File: config.mk
export PLATFORM = sky130hd
export DESIGN_NAME = ula_result_fifo
export DESIGN_NICKNAME = d
export VERILOG_FILES = /design/src/rtl/ula_result_fifo.sv
export SDC_FILE = /design/constraint.sdc
export NUM_CORES = 1
export LEC_CHECK = 0
export BUFFER_PORTS_ARGS = -buffer_cell sky130_fd_sc_hd__buf_4
export CAP_MARGIN = 20
export CORE_ASPECT_RATIO = 1.4
export CORE_MARGIN = 2
export CORE_UTILIZATION = 30
export CTS_CLUSTER_DIAMETER = 60
export DETAILED_ROUTE_END_ITERATION = 10
export PLACE_DENSITY = 0.43
export SYNTH_ARGS = -nofsm -noshare
export SYNTH_HDL_FRONTEND = slang
export SYNTH_SLANG_ARGS = --single-unit
File: constraint.sdc
create_clock -name clk -period 2.8 [get_ports clk]
set_input_delay 0.28 -clock clk [delete_from_list [all_inputs] [get_ports clk]]
set_output_delay 0.28 -clock clk [all_outputs]
set_load 0.05 [all_outputs]
File: src/rtl/ula_result_fifo.sv
// First-word-fall-through result buffer between the ULA and its consumer.
// Captures every ULA result pulse, drops results on overflow and flags them with a sticky bit.
module ula_result_fifo #(
  parameter int DATA_WIDTH = 16,
  parameter int DEPTH      = 4,
  parameter int ADDR_WIDTH = 2
) (
  input  logic                  clk,
  input  logic                  rst_n,
  input  logic                  valid_i,
  input  logic [DATA_WIDTH-1:0] data_i,
  input  logic                  ready_i,
  input  logic                  clr_ovf_i,
  output logic                  valid_o,
  output logic [DATA_WIDTH-1:0] data_o,
  output logic                  full_o,
  output logic                  empty_o,
  output logic [ADDR_WIDTH:0]   count_o,
  output logic                  overflow_o
);

  localparam logic [ADDR_WIDTH:0]   FULL_COUNT = (ADDR_WIDTH+1)'(DEPTH);
  localparam logic [ADDR_WIDTH:0]   CNT_ONE    = (ADDR_WIDTH+1)'(1);
  localparam logic [ADDR_WIDTH-1:0] PTR_ONE    = ADDR_WIDTH'(1);

  logic [DATA_WIDTH-1:0] mem_q [DEPTH];
  logic [ADDR_WIDTH-1:0] wr_ptr_q, wr_ptr_d;
  logic [ADDR_WIDTH-1:0] rd_ptr_q, rd_ptr_d;
  logic [ADDR_WIDTH:0]   count_q, count_d;
  logic                  overflow_q, overflow_d;

  logic empty;
  logic full;
  logic push;
  logic pop;
  logic ovf_event;

  assign empty = (count_q == '0);
  assign full  = (count_q == FULL_COUNT);

  // A pop frees a slot on the same edge, so a full FIFO can still accept a result.
  assign pop       = !empty && ready_i;
  assign push      = valid_i && (!full || pop);
  assign ovf_event = valid_i && full && !pop;

  always_comb begin
    wr_ptr_d   = wr_ptr_q;
    rd_ptr_d   = rd_ptr_q;
    count_d    = count_q;
    overflow_d = overflow_q;

    if (push) begin
      wr_ptr_d = wr_ptr_q + PTR_ONE;
    end
    if (pop) begin
      rd_ptr_d = rd_ptr_q + PTR_ONE;
    end

    if (push && !pop) begin
      count_d = count_q + CNT_ONE;
    end else if (pop && !push) begin
      count_d = count_q - CNT_ONE;
    end

    // A new overflow on the clearing edge must not be lost.
    if (ovf_event) begin
      overflow_d = 1'b1;
    end else if (clr_ovf_i) begin
      overflow_d = 1'b0;
    end
  end

  always_ff @(posedge clk or negedge rst_n) begin
    if (!rst_n) begin
      wr_ptr_q   <= '0;
      rd_ptr_q   <= '0;
      count_q    <= '0;
      overflow_q <= 1'b0;
    end else begin
      wr_ptr_q   <= wr_ptr_d;
      rd_ptr_q   <= rd_ptr_d;
      count_q    <= count_d;
      overflow_q <= overflow_d;
    end
  end

  always_ff @(posedge clk) begin
    if (push) begin
      mem_q[wr_ptr_q] <= data_i;
    end
  end

  assign valid_o    = !empty;
  assign empty_o    = empty;
  assign full_o     = full;
  assign count_o    = count_q;
  assign overflow_o = overflow_q;
  assign data_o     = empty ? '0 : mem_q[rd_ptr_q];

endmodule

==> flow_metrics.env, run 1 <==
export IMPL_drt_iter0_markers=74
export IMPL_cts_hold_buffers=1
export IMPL_nNetsFinal=220
export IMPL_n_fill_cell=881
export IMPL_grt_pass1_vias=1561
export IMPL_status="finished, final reports clean"
export IMPL_h_tree_depth=3
export IMPL_grt_use_total_pct=11.7
export IMPL_fin_tns_setup_ns=0
export IMPL_path_cells="mux4_1, and2_1, buf_4"
export IMPL_grt_ovfl_total=0
export IMPL_die_area_um2=10500
export IMPL_dp_hpwl_um=3510
export IMPL_crit_required_ns=2.52
export IMPL_regToRegSetupSlack_ns=0.57
export IMPL_synthFlopType="edfxtp_1"
export IMPL_fin_ws_ns=0.498
export IMPL_die_width_um=87.3
export IMPL_end_kind="output pin"
export IMPL_ff2ff_path_depth=8
export IMPL_cts_tree="done"
export IMPL_period_share_pct=82.2
export IMPL_postSynth_asyncResetShare_pct=11.1
export IMPL_core_um2=9460
export IMPL_start_util_pct=30.8
export IMPL_critPathSlowestCell="dfrtp_1"
export IMPL_drtPass1Iterations=2
export IMPL_syn2layout_area_growth_pct=26.1
export IMPL_hp_class="in -> reg"
export IMPL_cap_violations=0
export IMPL_dpl_cell_area_um2=3360
export IMPL_clock_root_buffer="clkbuf_16"
export IMPL_synth_cells=142
export IMPL_critPathKind="reg -> out"
export IMPL_highest_layer="met4"
export IMPL_post_cts_buffers=0
export IMPL_gp_congestion=0.683
export IMPL_ys_seq_area_share_pct=72.8
export IMPL_route_met2_wl_um=2980
export IMPL_hold_viol=0
export IMPL_arrival_ns=2.02
export IMPL_io_buffers=43
export IMPL_pre_cts_slack_ns=0.561
export IMPL_cp_start_kind="register"
export IMPL_grt_max_degree=20
export IMPL_grt_pass1_wl_um=8630
export IMPL_slowest_delay_ns=0.91
export IMPL_antenna_cells=0
export IMPL_drive_gt1_share_pct=39.9
export IMPL_hold_path_cell_count=2
export IMPL_met3_length_um=197
export IMPL_min_to="overflow_o"
export IMPL_final_cell_area_um2=3680
export IMPL_cts_resized=0
export IMPL_clk_pin_slew_worst_paths_ns=0.05
export IMPL_r2r_end="count_o[2]"
export IMPL_ys_ff_latch=72
export IMPL_tightestPinTransition_ns=0.871
export IMPL_final_antenna_net_count=0
export IMPL_antenna_found_initial=0
export IMPL_path_delay_family="flip-flops"
export IMPL_ys_warn_count=0
export IMPL_crit_buf_inv=1
export IMPL_netlist_area_um2=2920
export IMPL_insertion_delay_ns=0.32
export IMPL_min_delay_start="clr_ovf_i"
export IMPL_path_max_fanout=17
export IMPL_synth_edf_count=64
export IMPL_syn_num_nets=169
export IMPL_wl_met1_um=2260
export IMPL_cts_made_buffers=9
export IMPL_slew_headroom_pct=41.9
export IMPL_timing_rr_start="count_o[0]"
export IMPL_syn_avg_cell_area_um2=20.5
export IMPL_rows=42
export IMPL_ys_types=24
export IMPL_drv_slew=0
export IMPL_io_pin_count=44
export IMPL_vias=1437
export IMPL_setup_viol=0
export IMPL_clock_sinks=72
export IMPL_drt_wl_total_um=5600
export IMPL_rsz0062_at_grt="false"
export IMPL_clock_fmax_mhz=434
export IMPL_post_drt_via_cell_ratio=4.67
export IMPL_fin_worst_skew_ns=0.00374
export IMPL_min_period_ns=2.30
export IMPL_die_height_um=121
export IMPL_cts_path_max_buffers=2
export IMPL_drc=0
export IMPL_wire_per_inst_um=18.2
registers in the layout (all words and copies together) (netlist names):
name / count
rd_ptr_q: 2
mem_q: 64
wr_ptr_q: 2
count_o: 3
overflow_o: 1
area by class of cell:
| cell class | count | area [um2] | area share (%) |
|---|---|---|---|
| clock inverters | 7 | 86.3 | 2.35 |
| flip-flops and latches | 72 | 2120 | 57.7 |
| multi-input cells | 57 | 719 | 19.6 |
| clock buffers | 9 | 225 | 6.12 |
| well taps | 110 | 138 | 3.74 |
| inverters | 7 | 26.3 | 0.715 |
| repair buffers | 46 | 360 | 9.80 |
synth_stat cells (2+ instances only):
| cell type | instances | area [um2] |
|---|---|---|
| xnor2_1 | 4 | 35.0 |
| and2_2 | 4 | 30.0 |
| inv_1 | 7 | 26.3 |
| xor2_1 | 2 | 17.5 |
| buf_2 | 2 | 10.0 |
| clkbuf_1 | 2 | 7.51 |
| dfrtp_1 | 8 | 200 |
| mux4_1 | 4 | 105 |
| ha_1 | 5 | 62.6 |
| mux4_2 | 12 | 270 |
| and2_1 | 16 | 100 |
| edfxtp_1 | 64 | 1920 |
how the worst max path moves through the flow:
stage,startpoint,end,slack [ns],cells past startpoint
after floorplan,count_o[0],count_o[2],0.33,9
after global placement,count_o[0],count_o[1],0.64,6
after detailed placement,count_o[0],count_o[2],0.56,8
after CTS,rd_ptr_q[1],data_o[15],0.43,3
after global routing,rd_ptr_q[1],data_o[15],0.40,3
final,rd_ptr_q[1],data_o[15],0.50,3
layout by cell type (no fill, tap or decap), types with 2 or more instances in the layout:
cell type,netlist,layout
and2_1,16,16
mux4_2,12,12
xnor2_1,4,4
clkinv_2,0,2
buf_4,0,44
mux4_1,4,4
xor2_1,2,2
and2_2,4,4
dfrtp_1,8,8
clkinv_1,0,2
clkbuf_16,0,9
ha_1,5,5
bufinv_16,0,2
inv_1,7,7
edfxtp_1,64,64
metrics by stage:
stage / hold slack, ns / utilization (%) / instances
detailed placement: 0.108 / 35.5 / 291
global route: 0.146 / 38.9 / 308
global placement: 0.103 / 35.5 / 291
floorplan: -0.0156 / - / 142
CTS: 0.134 / 38.9 / 308
finish: 0.143 / 38.9 / 308
routing by layer:
layer	vias up	track usage (%)
li1	658	-
met1	733	13.6
met2	34	19.3
met3	12	2.59
met4	0	7.21
met5	-	0
kinds of logic after synthesis:
group	after synthesis	synth area share (%)
flip-flops	72	72.8
AND/OR/NAND/NOR	25	5.45
multiplexers	18	13.8
buffers and inverters	13	2.57
XOR/XNOR	6	1.80
adder cells (fa/ha/maj)	6	2.83
AO/OA/AOI/OAI	2	0.815
Power of run 1 is left out: the tool's default activity adds up to more than one toggle a clock period on the data nets, which glitch-free logic cannot reach.
==> inputs of run 2 (changes only) <==
--- a/config.mk
+++ b/config.mk
@@ -5,6 +5,7 @@
 export SDC_FILE = /design/constraint.sdc
 export NUM_CORES = 1
 export LEC_CHECK = 0
+export ABC_AREA = 1
 export BUFFER_PORTS_ARGS = -buffer_cell sky130_fd_sc_hd__buf_4
 export CAP_MARGIN = 20
 export CORE_ASPECT_RATIO = 1.4
@@ -12,7 +13,7 @@
 export CORE_UTILIZATION = 30
 export CTS_CLUSTER_DIAMETER = 60
 export DETAILED_ROUTE_END_ITERATION = 10
-export PLACE_DENSITY = 0.43
+export PLACE_DENSITY = 0.45
 export SYNTH_ARGS = -nofsm -noshare
 export SYNTH_HDL_FRONTEND = slang
 export SYNTH_SLANG_ARGS = --single-unit
==> constraint.sdc (replaced) <==
create_clock -name clk -period 2 [get_ports clk]
set_input_delay 0.2 -clock clk [delete_from_list [all_inputs] [get_ports clk]]
set_output_delay 0.2 -clock clk [all_outputs]
set_load 0.05 [all_outputs]
==> flow_metrics.env, run 2 <==
export IMPL_ys_ff_latch=72
export IMPL_ys_seq_area_share_pct=64.3
export IMPL_nNetsFinal=392
export IMPL_die_width_um=92.6
export IMPL_p_leak_nw=1.85
export IMPL_antenna_cells=0
export IMPL_postSynth_asyncResetShare_pct=11.1
export IMPL_gp_congestion=0.715
export IMPL_tightestPinTransition_ns=0.392
export IMPL_post_drt_via_cell_ratio=4.15
export IMPL_slowest_delay_ns=0.46
export IMPL_critPathSlowestCell="dfrtp_2"
export IMPL_drive_gt1_share_pct=24.1
export IMPL_fin_worst_skew_ns=0.0119
export IMPL_cts_tree="done"
export IMPL_crit_required_ns=2.22
export IMPL_clock_sinks=72
export IMPL_synth_edf_count=64
export IMPL_syn2layout_area_growth_pct=24.1
export IMPL_io_pin_count=44
export IMPL_grt_pass1_vias=2125
export IMPL_cts_path_max_buffers=2
export IMPL_final_antenna_net_count=0
export IMPL_grt_max_degree=34
export IMPL_cp_start_kind="register"
export IMPL_syn_num_nets=342
export IMPL_yosysMostFrequentCell="nand2_1"
export IMPL_ys_warn_count=0
export IMPL_die_height_um=128
export IMPL_io_buffers=43
export IMPL_path_cells="nor2_4, nand2_4, nand2_2, ha_1, inv_1, fa_1, nand2_1, nand3_1, nand2_1, nand2_1"
export IMPL_vias=2121
export IMPL_wire_per_inst_um=13.0
export IMPL_fin_tns_setup_ns=0
export IMPL_clock_root_buffer="clkbuf_16"
export IMPL_drv_slew=0
export IMPL_period_share_pct=93.5
export IMPL_drt_iter0_markers=71
export IMPL_power_density_nw_per_um2=1750
export IMPL_largest_register="mem_q"
export IMPL_slew_headroom_pct=73.9
export IMPL_rows=45
export IMPL_synthTopCellsByArea="edfxtp_1, nand2_1, inv_1"
export IMPL_rsz0062_at_grt="false"
export IMPL_grt_ovfl_total=0
export IMPL_clock_fmax_mhz=535
export IMPL_dpl_cell_area_um2=3790
export IMPL_ys_types=24
export IMPL_grt_pass1_wl_um=10600
export IMPL_min_period_ns=1.87
export IMPL_grt_use_total_pct=12.3
export IMPL_hold_viol=0
export IMPL_drtPass1Iterations=4
export IMPL_path_common_cell="nand2_1"
export IMPL_end_kind="register"
export IMPL_antenna_found_initial=0
export IMPL_insertion_delay_ns=0.33
export IMPL_drt_wl_total_um=6630
export IMPL_cap_violations=0
export IMPL_setup_viol=0
export IMPL_h_tree_depth=3
export IMPL_synth_top_area_share_pct=58.3
export IMPL_dpl_cell_count=494
export IMPL_hp_class="in -> reg"
export IMPL_synth_cells=315
export IMPL_clk_pin_slew_worst_paths_ns=0.06
export IMPL_drc=0
export IMPL_syn_avg_cell_area_um2=10.5
export IMPL_yosys_area_top_type="edfxtp_1"
export IMPL_arrival_ns=2.09
export IMPL_critPathKind="reg -> reg"
export IMPL_final_common_cell="nand2_1"
export IMPL_synth_commonest_cells="nand2_1, inv_1, edfxtp_1"
export IMPL_finalNonFillerCells=511
export IMPL_final_cell_mix="nand2_1, inv_1, edfxtp_1"
export IMPL_cts_made_buffers=9
export IMPL_largest_register_ffs=64
export IMPL_status="finished, final reports clean"
export IMPL_peakVddDrop_v=0.000787
export IMPL_path_max_fanout=5
export IMPL_synthFlopType="edfxtp_1"
export IMPL_core_um2=10800
export IMPL_dp_hpwl_um=4020
export IMPL_netlist_area_um2=3300
export IMPL_start_util_pct=30.7
export IMPL_die_area_um2=11900
export IMPL_final_cell_area_um2=4090
-- run 2: cell types whose count changed after synthesis, sizes merged, moves of 4 or more --
cell,delta
a21oi,+16
and2,-20
buf,+7
inv,+73
mux4,-16
nand2,+80
nand3,+36
nor2,+4
-- run 2: path summary, 6_finish.rpt --
path	startpoint	to	slack (ns)	cells past startpoint
worst max-delay path	count_o[0]	count_o[2]	0.13	10
worst min-delay path	clr_ovf_i	overflow_o	0.06	2
worst max register to register	count_o[0]	count_o[2]	0.13	10
worst min register to register	wr_ptr_q[1]	wr_ptr_q[1]	0.53	2
max in group asynchronous	rst_n	count_o[0]	1.63	2
min in group asynchronous	rst_n	overflow_o	0.22	2
-- run 2: repair_timing --
item / CTS / global route
setup buffers: 0 / 0
hold buffers: 1 / 0
hold endpoints to repair: 8 / 0
setup endpoints to repair: 0 / 2
gates resized for setup: 0 / 3
-- run 2: power by group --
group,switching [mW],internal (mW)
Sequential,0.158,1.97
Combinational,2.52,1.04
Clock,0.539,0.952
Total,3.22,3.96
-- run 2: area by class of cell --
| cell class | instances | area, um2 |
|---|---|---|
| flip-flops and latches | 72 | 2130 |
| clock buffers | 11 | 233 |
| well taps | 141 | 176 |
| inverters | 81 | 310 |
| clock inverters | 5 | 47.5 |
| repair buffers | 50 | 390 |
| multi-input cells | 151 | 808 |
| fillers | 1086 | 6660 |
-- run 2: cell families after synthesis --
logic type	Yosys count	share of synthesized area, %
flops	72	64.3
simple gates	125	16.4
fa+ha+maj	6	2.50
xor+xnor	2	0.531
buf+inv	92	12.4
compound gates	18	3.79
-- run 2: layer usage --
metal	vias up	GRT usage, %	share of wire (%)
met4	0	6.49	2.7
met1	986	13.5	41
met3	14	3.17	3.9
met5	-	0	0
li1	1085	-	-
met2	36	21.6	52
-- run 2: stage by stage --
| step | util, % | total power, mW | setup slack [ns] | hold slack [ns] |
|---|---|---|---|---|
| 5_1_grt | 38.0 | 7.60 | 0.0102 | 0.0612 |
| 6_report | 38.0 | 7.18 | 0.130 | 0.0584 |
| 2_1_floorplan | - | 4.82 | 0.0342 | -0.0956 |
| 3_5_place_dp | 35.2 | 5.77 | 0.108 | 0.0300 |
| 4_1_cts | 37.9 | 7.29 | 0.102 | 0.0432 |
| 3_3_place_gp | 35.2 | 5.74 | 0.133 | 0.0271 |
-- run 2: critical path, delay by kind of cell (launching register included) --
| family | cells | cell delay (ns) |
|---|---|---|
| and+or+nand+nor | 7 | 0.65 |
| adders and majority gates | 2 | 0.56 |
| DFF | 1 | 0.46 |
| buffers and inverters | 1 | 0.08 |
No activity file was read; power rests on OpenSTA's default activity.
==> inputs of run 3 (changes only) <==
--- a/config.mk
+++ b/config.mk
@@ -13,6 +13,7 @@
 export CORE_UTILIZATION = 30
 export CTS_CLUSTER_DIAMETER = 60
 export DETAILED_ROUTE_END_ITERATION = 10
+export GPL_ROUTABILITY_DRIVEN = 0
 export PLACE_DENSITY = 0.45
 export SYNTH_ARGS = -nofsm -noshare
 export SYNTH_HDL_FRONTEND = slang
==> constraint.sdc (replaced) <==
create_clock -name clk -period 2 [get_ports clk]
set_input_delay 0.3 -clock clk [delete_from_list [all_inputs] [get_ports clk]]
set_output_delay 0.3 -clock clk [all_outputs]
set_load 0.05 [all_outputs]
==> flow_metrics.env, run 3 (synthesis results as in run 2) <==
export IMPL_hp_class="in -> reg"
export IMPL_power_frac_seq_pct=28.3
export IMPL_period_share_pct=94.1
export IMPL_dp_hpwl_um=4380
export IMPL_cts_resized=0
export IMPL_h_tree_depth=3
export IMPL_cts_made_buffers=9
export IMPL_clkPwrFrac_pct=23.3
export IMPL_core_um2=10800
export IMPL_critPathKind="reg -> out"
export IMPL_power_density_nw_per_um2=1790
export IMPL_final_common_cell="nand2_1"
export IMPL_peakVddDrop_v=0.000938
export IMPL_p_leak_nw=1.88
export IMPL_hold_worst_slack_ns=0.172
export IMPL_insertion_delay_ns=0.33
export IMPL_io_buffers=43
export IMPL_fin_tns_setup_ns=0
export IMPL_hold_viol=0
export IMPL_power_total_mw=7.38
export IMPL_die_height_um=128
export IMPL_comb_power_share_pct=48.3
export IMPL_final_cell_mix="nand2_1, inv_1, edfxtp_1"
export IMPL_largest_register="mem_q"
export IMPL_status="finished, final reports clean"
export IMPL_grt_max_degree=34
export IMPL_drt_wl_total_um=6910
export IMPL_wire_per_inst_um=13.4
export IMPL_tightestPinTransition_ns=0.958
export IMPL_drive_gt1_share_pct=24.3
export IMPL_largest_register_ffs=64
export IMPL_arrival_ns=1.58
export IMPL_cp_start_kind="register"
export IMPL_switching_share_pct=43.5
export IMPL_clk_pin_slew_worst_paths_ns=0.06
export IMPL_fin_worst_skew_ns=0.00963
export IMPL_clock_root_buffer="clkbuf_16"
export IMPL_die_area_um2=11900
export IMPL_die_width_um=92.6
export IMPL_p_int_mw=4.17
export IMPL_cap_violations=0
export IMPL_vias=2166
export IMPL_drv_slew=0
export IMPL_drc=0
export IMPL_final_antenna_net_count=0
export IMPL_cts_tree="done"
export IMPL_slew_headroom_pct=36.1
export IMPL_nNetsFinal=396
export IMPL_finalCoreUtilization_pct=38.3
export IMPL_grt_use_total_pct=12.7
export IMPL_antenna_cells=0
export IMPL_min_period_ns=1.88
export IMPL_post_drt_via_cell_ratio=4.21
export IMPL_clock_sinks=72
export IMPL_grt_pass1_vias=2146
export IMPL_grt_pass1_wl_um=11100
export IMPL_rsz0062_at_grt="false"
export IMPL_antenna_found_initial=0
export IMPL_setup_viol=0
export IMPL_p_sw_mw=3.21
export IMPL_end_kind="output pin"
export IMPL_drtPass1Iterations=4
export IMPL_path_max_fanout=18
export IMPL_rows=45
export IMPL_io_pin_count=44
export IMPL_crit_required_ns=1.70
export IMPL_start_util_pct=30.7
export IMPL_grt_ovfl_total=0
export IMPL_syn2layout_area_growth_pct=25.0
export IMPL_clock_fmax_mhz=531
export IMPL_drt_iter0_markers=92
export IMPL_cts_path_max_buffers=2
run 3: routing by layer:
metal,part of all wire [%],routed length [um],global-route usage (%),vias up
li1,-,-,-,1098
met1,43,2960,15.1,1023
met2,52,3630,21.6,41
met3,3.6,249,2.94,4
met4,1.0,71,5.97,0
met5,0,0,0,-
run 3: worst paths after layout:
path	startpoint	to	slack (ns)	cells after the start
setup / recovery	rd_ptr_q[0]	data_o[0]	0.12	5
hold / removal	clr_ovf_i	overflow_o	0.17	2
setup reg to reg	count_o[0]	count_o[1]	0.16	9
hold reg to reg	count_o[2]	count_o[2]	0.54	2
max in group asynchronous	rst_n	count_o[1]	1.53	2
min in group asynchronous	rst_n	wr_ptr_q[1]	0.32	2
run 3: what timing repair did:
action / CTS / global route
hold endpoints to repair: 8 / 0
hold buffers: 1 / 0
buffers inserted: 0 / 0
run 3: power groups by stage:
| stage | Sequential, mW | Combinational, mW | Clock, mW |
|---|---|---|---|
| 3_5_place_dp | 2.12 | 3.63 | 0 |
| 4_1_cts | 2.09 | 3.64 | 1.77 |
| 6_report | 2.09 | 3.57 | 1.72 |
| 3_3_place_gp | 2.11 | 3.63 | 0 |
| 2_1_floorplan | 2.23 | 2.53 | 0 |
| 5_1_grt | 2.12 | 3.88 | 1.83 |
run 3: final cells by class:
type,count,area (um2)
fill,1064,6630
timing repair buffer,54,408
tap,141,176
sequential,72,2130
clock inverter,3,65.1
inverter,81,310
multi-input combinational,151,777
clock buffer,13,260
run 3: metrics by stage:
| step | area, um2 | setup slack, ns | instances |
|---|---|---|---|
| floorplan | 3310 | 0.00973 | 315 |
| global placement | 3790 | 0.158 | 498 |
| detailed placement | 3790 | 0.148 | 498 |
| CTS | 4120 | 0.0975 | 515 |
| global route | 4120 | 0.0157 | 515 |
| finish | 4120 | 0.118 | 515 |
run 3: critical path, cell delays in order (launching register included):
cell and delay (ns):
dfrtp_1 0.42, buf_4 0.22, nand2_1 0.08, nand3_1 0.07, a21oi_1 0.22, buf_4 0.24
